### config.mk
export PLATFORM = sky130hd
export DESIGN_NAME = seq_detector_n_flat
export DESIGN_NICKNAME = d
export VERILOG_FILES = /design/src/rtl/seq_detector_n_pkg.sv /design/src/rtl/seq_detector_n_if.sv /design/src/rtl/seq_detector_n_sat_counter.sv /design/src/rtl/seq_detector_n.sv /design/src/flat_wrapper.sv
export SDC_FILE = /design/constraint.sdc
export NUM_CORES = 1
export LEC_CHECK = 0
export CAP_MARGIN = 20
export CORE_ASPECT_RATIO = 0.75
export CORE_MARGIN = 2
export CORE_UTILIZATION = 50
export CTS_BUF_LIST = sky130_fd_sc_hd__clkbuf_8
export DETAILED_ROUTE_END_ITERATION = 6
export PLACE_DENSITY = 0.87
export SLEW_MARGIN = 15
export SYNTH_ARGS = -nofsm -noshare
export SYNTH_HDL_FRONTEND = slang
export SYNTH_HIERARCHICAL = 1
export SYNTH_SLANG_ARGS = --single-unit
### constraint.sdc
create_clock -name clk -period 3 [get_ports clk]
set_clock_uncertainty 0.2 [all_clocks]
set_input_delay 0.6 -clock clk [delete_from_list [all_inputs] [get_ports clk]]
set_output_delay 0.6 -clock clk [all_outputs]
set_load 0.005 [all_outputs]
### src/rtl/seq_detector_n_pkg.sv
// Shared constants and helpers for the parametrised serial sequence detector.
package seq_det_pkg;

    localparam bit MODE_MOORE = 1'b1;
    localparam bit MODE_MEALY = 1'b0;

    localparam int PAT_W_MIN = 2;
    localparam int PAT_W_MAX = 16;

    // Elaboration-time legality test for the pattern length.
    function automatic bit pat_w_legal(input int w);
        return (w >= PAT_W_MIN) && (w <= PAT_W_MAX);
    endfunction

endpackage

### src/rtl/seq_detector_n_if.sv
// Serial stream, pattern reload and detect/status signals of seq_detector_n.
interface seq_detector_n_if #(
    parameter int PAT_W = 4,
    parameter int CNT_W = 8
);
    logic             in_i;
    logic             en_i;
    logic             pat_load_i;
    logic [PAT_W-1:0] pat_in_i;
    logic             out_o;
    logic [CNT_W-1:0] match_cnt_o;

    modport master (
        output in_i, en_i, pat_load_i, pat_in_i,
        input  out_o, match_cnt_o
    );

    modport slave (
        input  in_i, en_i, pat_load_i, pat_in_i,
        output out_o, match_cnt_o
    );
endinterface

### src/rtl/seq_detector_n_sat_counter.sv
// Saturating up-counter; holds at all-ones once reached.
module sat_counter #(
    parameter int W = 8
) (
    input  logic         clk,
    input  logic         rst,
    input  logic         inc,
    output logic [W-1:0] cnt
);

    logic [W-1:0] cnt_q;
    logic [W-1:0] cnt_d;

    // Next count: increment unless already saturated.
    always_comb begin
        cnt_d = cnt_q;
        if (inc && (cnt_q != '1)) begin
            cnt_d = cnt_q + W'(1);
        end
    end

    // Count register with synchronous reset.
    always_ff @(posedge clk) begin
        if (rst) begin
            cnt_q <= '0;
        end else begin
            cnt_q <= cnt_d;
        end
    end

    assign cnt = cnt_q;

endmodule

### src/rtl/seq_detector_n.sv
// Parametrised serial sequence detector with run-time pattern reload,
// selectable overlap handling and Moore/Mealy detect output.
//
// The fill counter is the FSM state:
//   fill      | meaning
//   0         | no bits collected toward a match
//   1..PAT_W-2| partial prefix collected
//   PAT_W-1   | next sampled bit may complete a match
//   PAT_W     | window full, every sample is a candidate
module seq_detector_n #(
    parameter int               PAT_W   = 4,
    parameter logic [PAT_W-1:0] PATTERN = 4'b1011,
    parameter bit               OVERLAP = 1'b1,
    parameter bit               MOORE   = 1'b1,
    parameter int               CNT_W   = 8
) (
    input  logic       clk,
    input  logic       rst,
    seq_detector_n_if.slave bus
);
    import seq_det_pkg::*;

    if (!pat_w_legal(PAT_W)) begin : g_pat_w_check
        $error("seq_detector_n: PAT_W must be within 2..16");
    end

    localparam int FILL_W = $clog2(PAT_W + 1);

    // Only PAT_W-1 history bits are stored: the oldest bit would fall
    // out of the compare window anyway.
    logic [PAT_W-1:0] pat_q,  pat_d;
    logic [PAT_W-2:0] hist_q, hist_d;
    logic [FILL_W-1:0] fill_q, fill_d;
    logic             det_q,  det_d;

    logic [PAT_W-1:0] window;
    logic             hit;
    logic             hit_eff;

    assign window  = {hist_q, bus.in_i};
    assign hit     = bus.en_i && (fill_q >= FILL_W'(PAT_W - 1)) && (window == pat_q);
    // A sample arriving with a pattern reload is discarded.
    assign hit_eff = hit && !bus.pat_load_i;

    // Next-state: pattern reload, sampling, fill tracking and detect.
    always_comb begin
        pat_d  = pat_q;
        hist_d = hist_q;
        fill_d = fill_q;
        det_d  = hit_eff;
        if (bus.pat_load_i) begin
            pat_d  = bus.pat_in_i;
            hist_d = '0;
            fill_d = '0;
        end else if (bus.en_i) begin
            hist_d = window[PAT_W-2:0];
            if (hit && !OVERLAP) begin
                fill_d = '0;
            end else if (fill_q != FILL_W'(PAT_W)) begin
                fill_d = fill_q + FILL_W'(1);
            end
        end
    end

    // State registers; reset restores the reset-time pattern.
    always_ff @(posedge clk) begin
        if (rst) begin
            pat_q  <= PATTERN;
            hist_q <= '0;
            fill_q <= '0;
            det_q  <= 1'b0;
        end else begin
            pat_q  <= pat_d;
            hist_q <= hist_d;
            fill_q <= fill_d;
            det_q  <= det_d;
        end
    end

    sat_counter #(
        .W (CNT_W)
    ) u_match_cnt (
        .clk (clk),
        .rst (rst),
        .inc (hit_eff),
        .cnt (bus.match_cnt_o)
    );

    assign bus.out_o = (MOORE == MODE_MOORE) ? det_q : (hit_eff && !rst);

endmodule

### src/flat_wrapper.sv
// flat-port wrapper written by rule: the top's interface ports become plain ports
module seq_detector_n_flat import seq_det_pkg::*;
#(
    parameter int               PAT_W   = 4,
    parameter logic [PAT_W-1:0] PATTERN = 4'b1011,
    parameter bit               OVERLAP = 1'b1,
    parameter bit               MOORE   = 1'b1,
    parameter int               CNT_W   = 8
)
  (clk, rst, bus_in_i, bus_en_i, bus_pat_load_i, bus_pat_in_i, bus_out_o, bus_match_cnt_o);
  seq_detector_n_if #(.PAT_W(PAT_W), .CNT_W(CNT_W)) bus_i ();
  input  logic clk;
  input  logic rst;
  input wire logic [$bits(bus_i.in_i)-1:0] bus_in_i;
  input wire logic [$bits(bus_i.en_i)-1:0] bus_en_i;
  input wire logic [$bits(bus_i.pat_load_i)-1:0] bus_pat_load_i;
  input wire logic [$bits(bus_i.pat_in_i)-1:0] bus_pat_in_i;
  output wire logic [$bits(bus_i.out_o)-1:0] bus_out_o;
  output wire logic [$bits(bus_i.match_cnt_o)-1:0] bus_match_cnt_o;
  assign bus_i.in_i = bus_in_i;
  assign bus_i.en_i = bus_en_i;
  assign bus_i.pat_load_i = bus_pat_load_i;
  assign bus_i.pat_in_i = bus_pat_in_i;
  assign bus_out_o = bus_i.out_o;
  assign bus_match_cnt_o = bus_i.match_cnt_o;
  seq_detector_n #(.PAT_W(PAT_W), .PATTERN(PATTERN), .OVERLAP(OVERLAP), .MOORE(MOORE), .CNT_W(CNT_W)) u_core (.clk(clk), .rst(rst), .bus(bus_i));
endmodule
Word level (Yosys, flattened, before mapping) --
Index checks and enable logic that the tools add are counted.
Operators by class: $mul 0, $lt $le $gt $ge 1, add/subtract/negate cells 2, mux-type cells 0, reduce and logical (&&, ||, !) cells 7, shifts and indexed selects 0, equality and inequality tests 3, bitwise operators 0, div/mod/pow operators 0
Operators by type and width (count):
- $add A8 B1 Y8 const B | 1
- $ne A8 B8 Y1 const B | 1
- $eq A4 B4 Y1 | 1
- $logic_and A1 B1 Y1 | 4
- $add A3 B1 Y3 const B | 1
- $ge A3 B2 Y1 const B | 1
- $ne A3 B3 Y1 const B | 1
- $reduce_and A2 Y1 | 1
- $reduce_or A2 Y1 | 1
- $logic_not A1 Y1 | 1
Storage, ports and cells: output and inout bits 9, memories kept 0, word-level logic and storage cells 18, ROM bits 0, bits in writable memories 0, register bits 19, latch bits 0, input port bits 9

Depth between registers and ports, before layout --
Gate-level depths: netlist of the first run.
word-level depth 5, mapped depth 8

By module --
Netlist of the first run, hierarchy kept.
By module, submodules not included:
- seq_detector_n | area each 566.8 µm², times used 1, cells each 55, sequential area each 220.2 µm²
- sat_counter | area each 430.4 µm², times used 1, cells each 46, sequential area each 160.2 µm²

Worst setup path before layout of the first run --
Ideal clock, no wire load.
path type in2reg, start point in bus_in_i, end point reg u_core.u_match_cnt.cnt_q[3] (netlist: u_core/u_match_cnt/cnt[3]), required time 2.731 ns, data arrival time 2.061 ns, setup slack 0.671 ns, stages 6, library setup time 0.069 ns, cell sequence xnor2_1 -> nand2_1 -> nor4_1 -> nand4_1 -> or3_2 -> o21ai_1
On the way: word-level cells in the longest chain between the ends 4
Ends and longest elaborated chain:
- start, declared | RTL line flat_wrapper.sv:14 | input wire logic [$bits(bus_i.in_i)-1:0] bus_in_i;
- $eq A4 B4 Y1 | RTL line seq_detector_n.sv:41 | assign hit = bus.en_i && (fill_q >= FILL_W'(PAT_W - 1)) && (window == pat_q);
- $logic_and A1 B1 Y1 | RTL line seq_detector_n.sv:41
- $logic_and A1 B1 Y1 | RTL line seq_detector_n.sv:43 | assign hit_eff = hit && !bus.pat_load_i;
- via u_core.det_d | RTL line seq_detector_n.sv:34 | logic det_q, det_d;
- $logic_and A1 B1 Y1 | RTL line seq_detector_n_sat_counter.sv:17 | if (inc && (cnt_q != '1)) begin
- end signal, assigned | RTL line seq_detector_n_sat_counter.sv:27 | cnt_q <= cnt_d;
- end, declared | RTL line seq_detector_n_sat_counter.sv:11 | logic [W-1:0] cnt_q;
The timed path passes the listed nets, and every way through them passes these cells. A chain may end at the register's enable or synchronous reset.

Worst setup path in the final report of the first run --
Ends and elaborated chain as after synthesis.

==> impl_metrics.yaml, run 1 <==
clock_network:
  path_clk_slew_ns: 0.07
  cts_buffers: 3
  cts.sinks: 19
  cts_hold_buf: 0
  cts_setup_buffers: 0
  cts_resized: 0
  clock_latency_ns: 0.25
  h-tree-depth: 1
  cts_tree: "built"
  cts_buffer_depth: 2
  cts_root_buf: "clkbuf_8"
placement:
  placed_cell_area_um2: 1171
  portBuffers: 17
  place_ws_ns: 0.2738
  place_hpwl_mm: 1.453
  routabilityCongestion: 0.9087
route:
  first_pass_iters: 4
  drtIter0Drc: 15
  vias: 801
  vias_per_cell: 5.641
  wire_per_inst_um: 13.44
  ant_nets: 0
  route.detailed.drc: 0
  wl_mm: 1.909
power_and_ir_drop:
  p_leak_nw: 0.4643
  p_total_w: 0.0004778
  pwr-share-comb: 0.093
  clock_power_share: 0.359
  switchingPower_w: 0.0001047
  internal_power_w: 0.0003731
  powerDensity_nw_per_um2: 392.9
  max-vdd-ir-drop_uv: 320.0
  seqPwrFrac: 0.548
  p_sw_frac: 0.2191
floorplanning:
  die_area_um2: 2371
  start_util: 0.5523
  die_h_um: 42.68
  io_pins: 18
  die_w_um: 55.57
  core_um2: 1805
  rows: 13
cells_and_area:
  final_nets: 134
  antennaDiodeCount: 0
  final_cell_area_um2: 1216
  fillers: 137
  multiInputGateArea_um2: 559.3
  drive_above_1_share: 0.1583
  area_growth_pct: 21.96
  seq_area_um2: 380.4
critical_path:
  crit_fanout: 6
  required_ns: 2.99
  crit_arrival_ns: 2.45
  worstSetupPathType: "in2reg"
  crit_path_start_kind: "input port"
  worstSetupEndpointType: "register"
yosys:
  synth_area_um2: 997.2
  synth-main-ff-cell: "dfxtp_1"
  yosysMostFrequentCell: "dfxtp_1"
  synth_common_cells: "dfxtp_1 (19), nand2_1 (8), nor2_1 (7), a21oi_1 (6), mux2i_1 (6)"
  yosysSeqAreaShare: 0.3814
  synthTopCellsByArea: "dfxtp_1 (38%), mux2i_1 (6.0%), ha_1 (5.0%)"
  synth_top_area_share: 0.3814
  synth.distinct_cells: 35
  yosysTopAreaCell: "dfxtp_1"
  synth_edf_count: 0
  yosys_warnings: 6
  synth_area_per_cell_um2: 9.873
  synth_cells: 101
  synth-seq-cells: 19
  synth_fp_nets: 114
  ys_async_sr_fraction: 0
sta:
  finalSetupTns_ns: 0
  fin_crit_sh: 0.8199
  worstMarginPinSlew_ns: 0.4744
  slew_headroom: 0.6828
  finalCriticalPeriod_ns: 2.460
  holdWs_ns: 0.3271
  hold_violations: 0
  setup_violations: 0
  fmax_mhz: 406.5
  rsz0062_at_grt: "no"
  final_max_slew_viol_count: 0
  setup_ws_ns: 0.5402
global_routing:
  antenna_found_initial: 0
  grt_max_degree: 14
  overflow: 0
  grt_usage: 0.1730
  grt_pass1_vias: 707
  grt_pass1_wl_mm: 3.132
worst_hold_path:
  hold_class: "reg2reg"
run_status:
  status: "complete, no violations"
job:
  drv_cap: 0
## power by group through the flow
stage / clock network (W) / registers, W / logic [W]
finish: 0.000172 / 0.000262 / 0.0000442
global route: 0.000192 / 0.000262 / 0.0000485
CTS: 0.000175 / 0.000262 / 0.0000443
detailed placement: 0 / 0.000268 / 0.0000441
global placement: 0 / 0.000267 / 0.0000426
floorplan: 0 / 0.000266 / 0.0000297
## critical path: stages
cell	delay, ns
clkdlybuf4s50_1	0.50
xnor2_1	0.13
nand2_1	0.10
nor4_1	0.26
buf_4	0.18
nand4_1	0.16
or3_2	0.44
o21ai_1	0.08
## area by class of cell
class                      instances  share of cell area
clock buffer                       3             0.03395
clock inverter                     1            0.003086
inverter                           5             0.01543
multi-input combinational         73              0.4599
sequential                        19              0.3128
tap                               22             0.02263
timing repair buffer              19              0.1523
## worst paths after layout
check / start / cells after the start / slack [ns] / end
worst min register to register: u_core/u_match_cnt/cnt[1] / 2 / 0.33 / u_core/u_match_cnt/cnt[1]
worst max register to register: u_core/fill_q[0] / 9 / 0.70 / u_core/u_match_cnt/cnt[3]
worst min-delay path: u_core/u_match_cnt/cnt[1] / 2 / 0.33 / u_core/u_match_cnt/cnt[1]
worst max-delay path: bus_in_i / 8 / 0.54 / u_core/u_match_cnt/cnt[3]
## through the flow
stage / utilization / cells
global route: 0.6736 / 142
floorplan: - / 101
global placement: 0.6486 / 138
finish: 0.6736 / 142
detailed placement: 0.6486 / 138
CTS: 0.6736 / 142
## flip-flops by register name, indices dropped and copies added, names as in the netlist
name / cells
u_core/pat_q: 4
u_core/bus.out_o: 1
u_core/hist_q: 3
u_core/u_match_cnt/cnt: 8
u_core/fill_q: 3
## placed cells by master (no fill, tap or decap), types with 2 or more instances in the layout
| cell type | Yosys | final |
|---|---|---|
| dfxtp_1 | 19 | 19 |
| clkdlybuf4s50_1 | 0 | 17 |
| nand2_1 | 8 | 8 |
| nor2_1 | 7 | 7 |
| inv_1 | 5 | 6 |
| mux2i_1 | 6 | 6 |
| a21oi_1 | 6 | 6 |
| xnor2_1 | 5 | 5 |
| and2b_2 | 4 | 4 |
| ha_1 | 4 | 4 |
| clkbuf_8 | 0 | 3 |
| a211o_2 | 3 | 3 |
| nand2b_1 | 2 | 2 |
| buf_4 | 0 | 2 |
| and4_1 | 2 | 2 |
| nand4_1 | 2 | 2 |
| nor3_1 | 2 | 2 |
| o21bai_1 | 2 | 2 |
| nand3_1 | 2 | 2 |
| a211oi_1 | 2 | 2 |
## logic make-up (layout without fill, tap and decap cells)
group           after synthesis  count (layout)  share of synthesized area
compound gates               22              22                     0.1719
buf+inv                       9              28                    0.05771
simple gates                 35              35                     0.2196
xor+xnor                      5               5                    0.04391
flops                        19              19                     0.3814
mux                           7               7                    0.07528
fa+ha+maj                     4               4                    0.05019
## per-layer routing
metal | routed length, um | GRT usage
met2 | 884 | 0.2810
met3 | 108 | 0.06098
met1 | 891 | 0.2128
met5 | 0 | 0
met4 | 25 | 0.06341
Note: power is estimated with default switching activity, not from simulation.
==> run 2: changes to the inputs <==
--- a/config.mk
+++ b/config.mk
@@ -8,7 +8,7 @@
 export CAP_MARGIN = 20
 export CORE_ASPECT_RATIO = 0.75
 export CORE_MARGIN = 2
-export CORE_UTILIZATION = 50
+export CORE_UTILIZATION = 48
 export CTS_BUF_LIST = sky130_fd_sc_hd__clkbuf_8
 export DETAILED_ROUTE_END_ITERATION = 6
 export PLACE_DENSITY = 0.87
==> constraint.sdc (replaced) <==
create_clock -name clk -period 2 [get_ports clk]
set_clock_uncertainty 0.2 [all_clocks]
set_input_delay 0.4 -clock clk [delete_from_list [all_inputs] [get_ports clk]]
set_output_delay 0.4 -clock clk [all_outputs]
set_load 0.005 [all_outputs]
==> impl_metrics.yaml, run 2 (synthesis results as in run 1) <==
critical_path:
  crit_family: "flip-flops"
  required_ns: 1.95
  r2r_cells: 8
  worstSetupPathType: "reg2reg"
  crit_arrival_ns: 1.98
  worstSetupEndpointType: "register"
  critical_path.startpoint: "u_core/fill_q[1]"
  r2r-start: "u_core/fill_q[1]"
  crit_path_start_kind: "register"
  crit_chain: "ha_4, ha_4, a211o_1, nand2_2, nor4_4, buf_4, a21boi_4, mux2_4"
  critical-path-max-stage-delay_ns: 0.36
  cp_num_cells: 8
  crit_fanout: 4
  cpMostUsedCell: "ha_4"
  slowest_stage: "dfxtp_2"
  crit_buf_inv: 1
cells_and_area:
  layout_commonest_cell: "dfxtp_1"
  fillers: 136
  antennaDiodeCount: 0
  largest_reg_flops: 8
  final_nets: 148
  layout_common_cells: "dfxtp_1 (17), clkdlybuf4s50_1 (15), buf_4 (15), nor2_1 (7)"
  drive_above_1_share: 0.3284
  area_growth_pct: 40.15
  fin_util: 0.7061
route:
  wl_mm: 2.529
  vias_per_cell: 5.797
  vias: 916
  wire_per_inst_um: 16.01
  drtIter0Drc: 27
  first_pass_iters: 4
  ant_nets: 0
  route.detailed.drc: 0
sta:
  fin_crit_sh: 1.018
  finalCriticalPeriod_ns: 2.036
  fmax_mhz: 491.3
  final_max_slew_viol_count: 0
  setup_ws_ns: -0.03556
  rsz0062_at_grt: "yes"
  holdWs_ns: 0.3427
  hold_violations: 0
  slew_headroom: 0.7946
  setup_violations: 3
  worstMarginPinSlew_ns: 0.3077
  finalSetupTns_ns: -0.04645
power_and_ir_drop:
  internal_power_w: 0.0005727
  p_total_w: 0.0007454
  p_leak_nw: 0.5524
  seqPwrFrac: 0.528
  clock_power_share: 0.355
  powerDensity_nw_per_um2: 533.3
  pwr-share-comb: 0.117
  p_sw_frac: 0.2317
  max-vdd-ir-drop_uv: 482.1
  switchingPower_w: 0.0001727
run_status:
  violations: "setup timing"
  status: "finished, violations left"
clock_network:
  cts_buffers: 3
  path_clk_slew_ns: 0.07
  cts_buffer_depth: 2
  cts_tree: "built"
  cts_root_buf: "clkbuf_8"
  cts_hold_buf: 0
  clock_latency_ns: 0.26
  cts.sinks: 19
  h-tree-depth: 1
global_routing:
  grt_pass1_wl_mm: 3.650
  grtUsageMet2: 0.3326
  grt_usage: 0.1928
  antenna_found_initial: 0
  busiest_layer: "met2"
  grt_pass1_vias: 833
  use_met1: 0.2196
  grt_use_met3: 0.06567
  grt_max_degree: 11
  overflow: 0
placement:
  portBuffers: 17
  routabilityCongestion: 0.8217
  place_hpwl_mm: 1.585
  place_ws_ns: -0.4793
worst_hold_path:
  min_from: "u_core/u_match_cnt/cnt[1]"
  holdPathStages: 2
  hold_class: "reg2reg"
floorplanning:
  die_w_um: 56.63
  rows: 14
  die_area_um2: 2462
  core_um2: 1979
  die_h_um: 43.48
  io_pins: 18
  start_util: 0.5038
job:
  drv_cap: 0
==> run 2: cell types whose count changed in the layout (fill, tap and decap cells not counted), sizes merged <==
cell / before / now
buf: 2 / 16
clkdlybuf4s50: 17 / 15
dlygate4sd2: 0 / 2
==> run 2: layer usage <==
| layer | share of wire | routed length (um) |
|---|---|---|
| met1 | 0.40 | 1011 |
| met2 | 0.53 | 1332 |
| met3 | 0.055 | 140 |
| met4 | 0.017 | 44 |
| met5 | 0 | 0 |
==> run 2: tightest hold or removal path, delay by kind of cell (launching register included) <==
family,cells,cell delay [ns]
flip-flops,1,0.35
AND/OR/NAND/NOR,1,0.07
multiplexers,1,0.06
==> run 2: path summary, 6_finish.rpt <==
check	to	slack, ns
worst min register to register	u_core/u_match_cnt/cnt[1]	0.34
worst min-delay path	u_core/u_match_cnt/cnt[1]	0.34
worst max-delay path	u_core/u_match_cnt/cnt[0]	-0.04
worst max register to register	u_core/u_match_cnt/cnt[0]	-0.04
==> run 2: power by group through the flow <==
stage          clock network, W  registers, W   logic, W
2_1_floorplan                 0      0.000400  0.0000473
3_3_place_gp                  0      0.000400  0.0000800
3_5_place_dp                  0      0.000401  0.0000833
4_1_cts                0.000268      0.000393  0.0000852
5_1_grt                0.000284      0.000394  0.0000938
6_report               0.000265      0.000393  0.0000872
==> run 2: stage by stage <==
| step | instances | cell area, um2 |
|---|---|---|
| floorplan | 101 | 1021 |
| global placement | 149 | 1265 |
| detailed placement | 149 | 1265 |
| CTS | 156 | 1374 |
| global route | 158 | 1398 |
| finish | 158 | 1398 |
==> run 2: timing repair <==
action / CTS / global route
setup buffers: 3 / 2
gates cloned: 0 / 0
setup endpoints to repair: 7 / 5
gates resized for setup: 10 / 2
pin swaps: 7 / 2
==> run 2: cell type report <==
| cell class | instances | area [um2] | share of cell area |
|---|---|---|---|
| repair buffers | 33 | 291.5 | 0.2086 |
| inverters | 5 | 18.77 | 0.01343 |
| flip-flops and latches | 19 | 382.9 | 0.2739 |
| multi-input cells | 73 | 629.4 | 0.4503 |
| well taps | 24 | 30.03 | 0.02149 |
| clock inverters | 1 | 3.754 | 0.002686 |
| clock buffers | 3 | 41.29 | 0.02954 |
==> run 3: changes to the inputs <==
--- a/config.mk
+++ b/config.mk
@@ -12,6 +12,7 @@
 export CTS_BUF_LIST = sky130_fd_sc_hd__clkbuf_8
 export DETAILED_ROUTE_END_ITERATION = 6
 export PLACE_DENSITY = 0.87
+export RECOVER_POWER = 25
 export SLEW_MARGIN = 15
 export SYNTH_ARGS = -nofsm -noshare
 export SYNTH_HDL_FRONTEND = slang
==> results of run 3 <==
The final DEF is identical to that of run 2; final timing and power are the same.
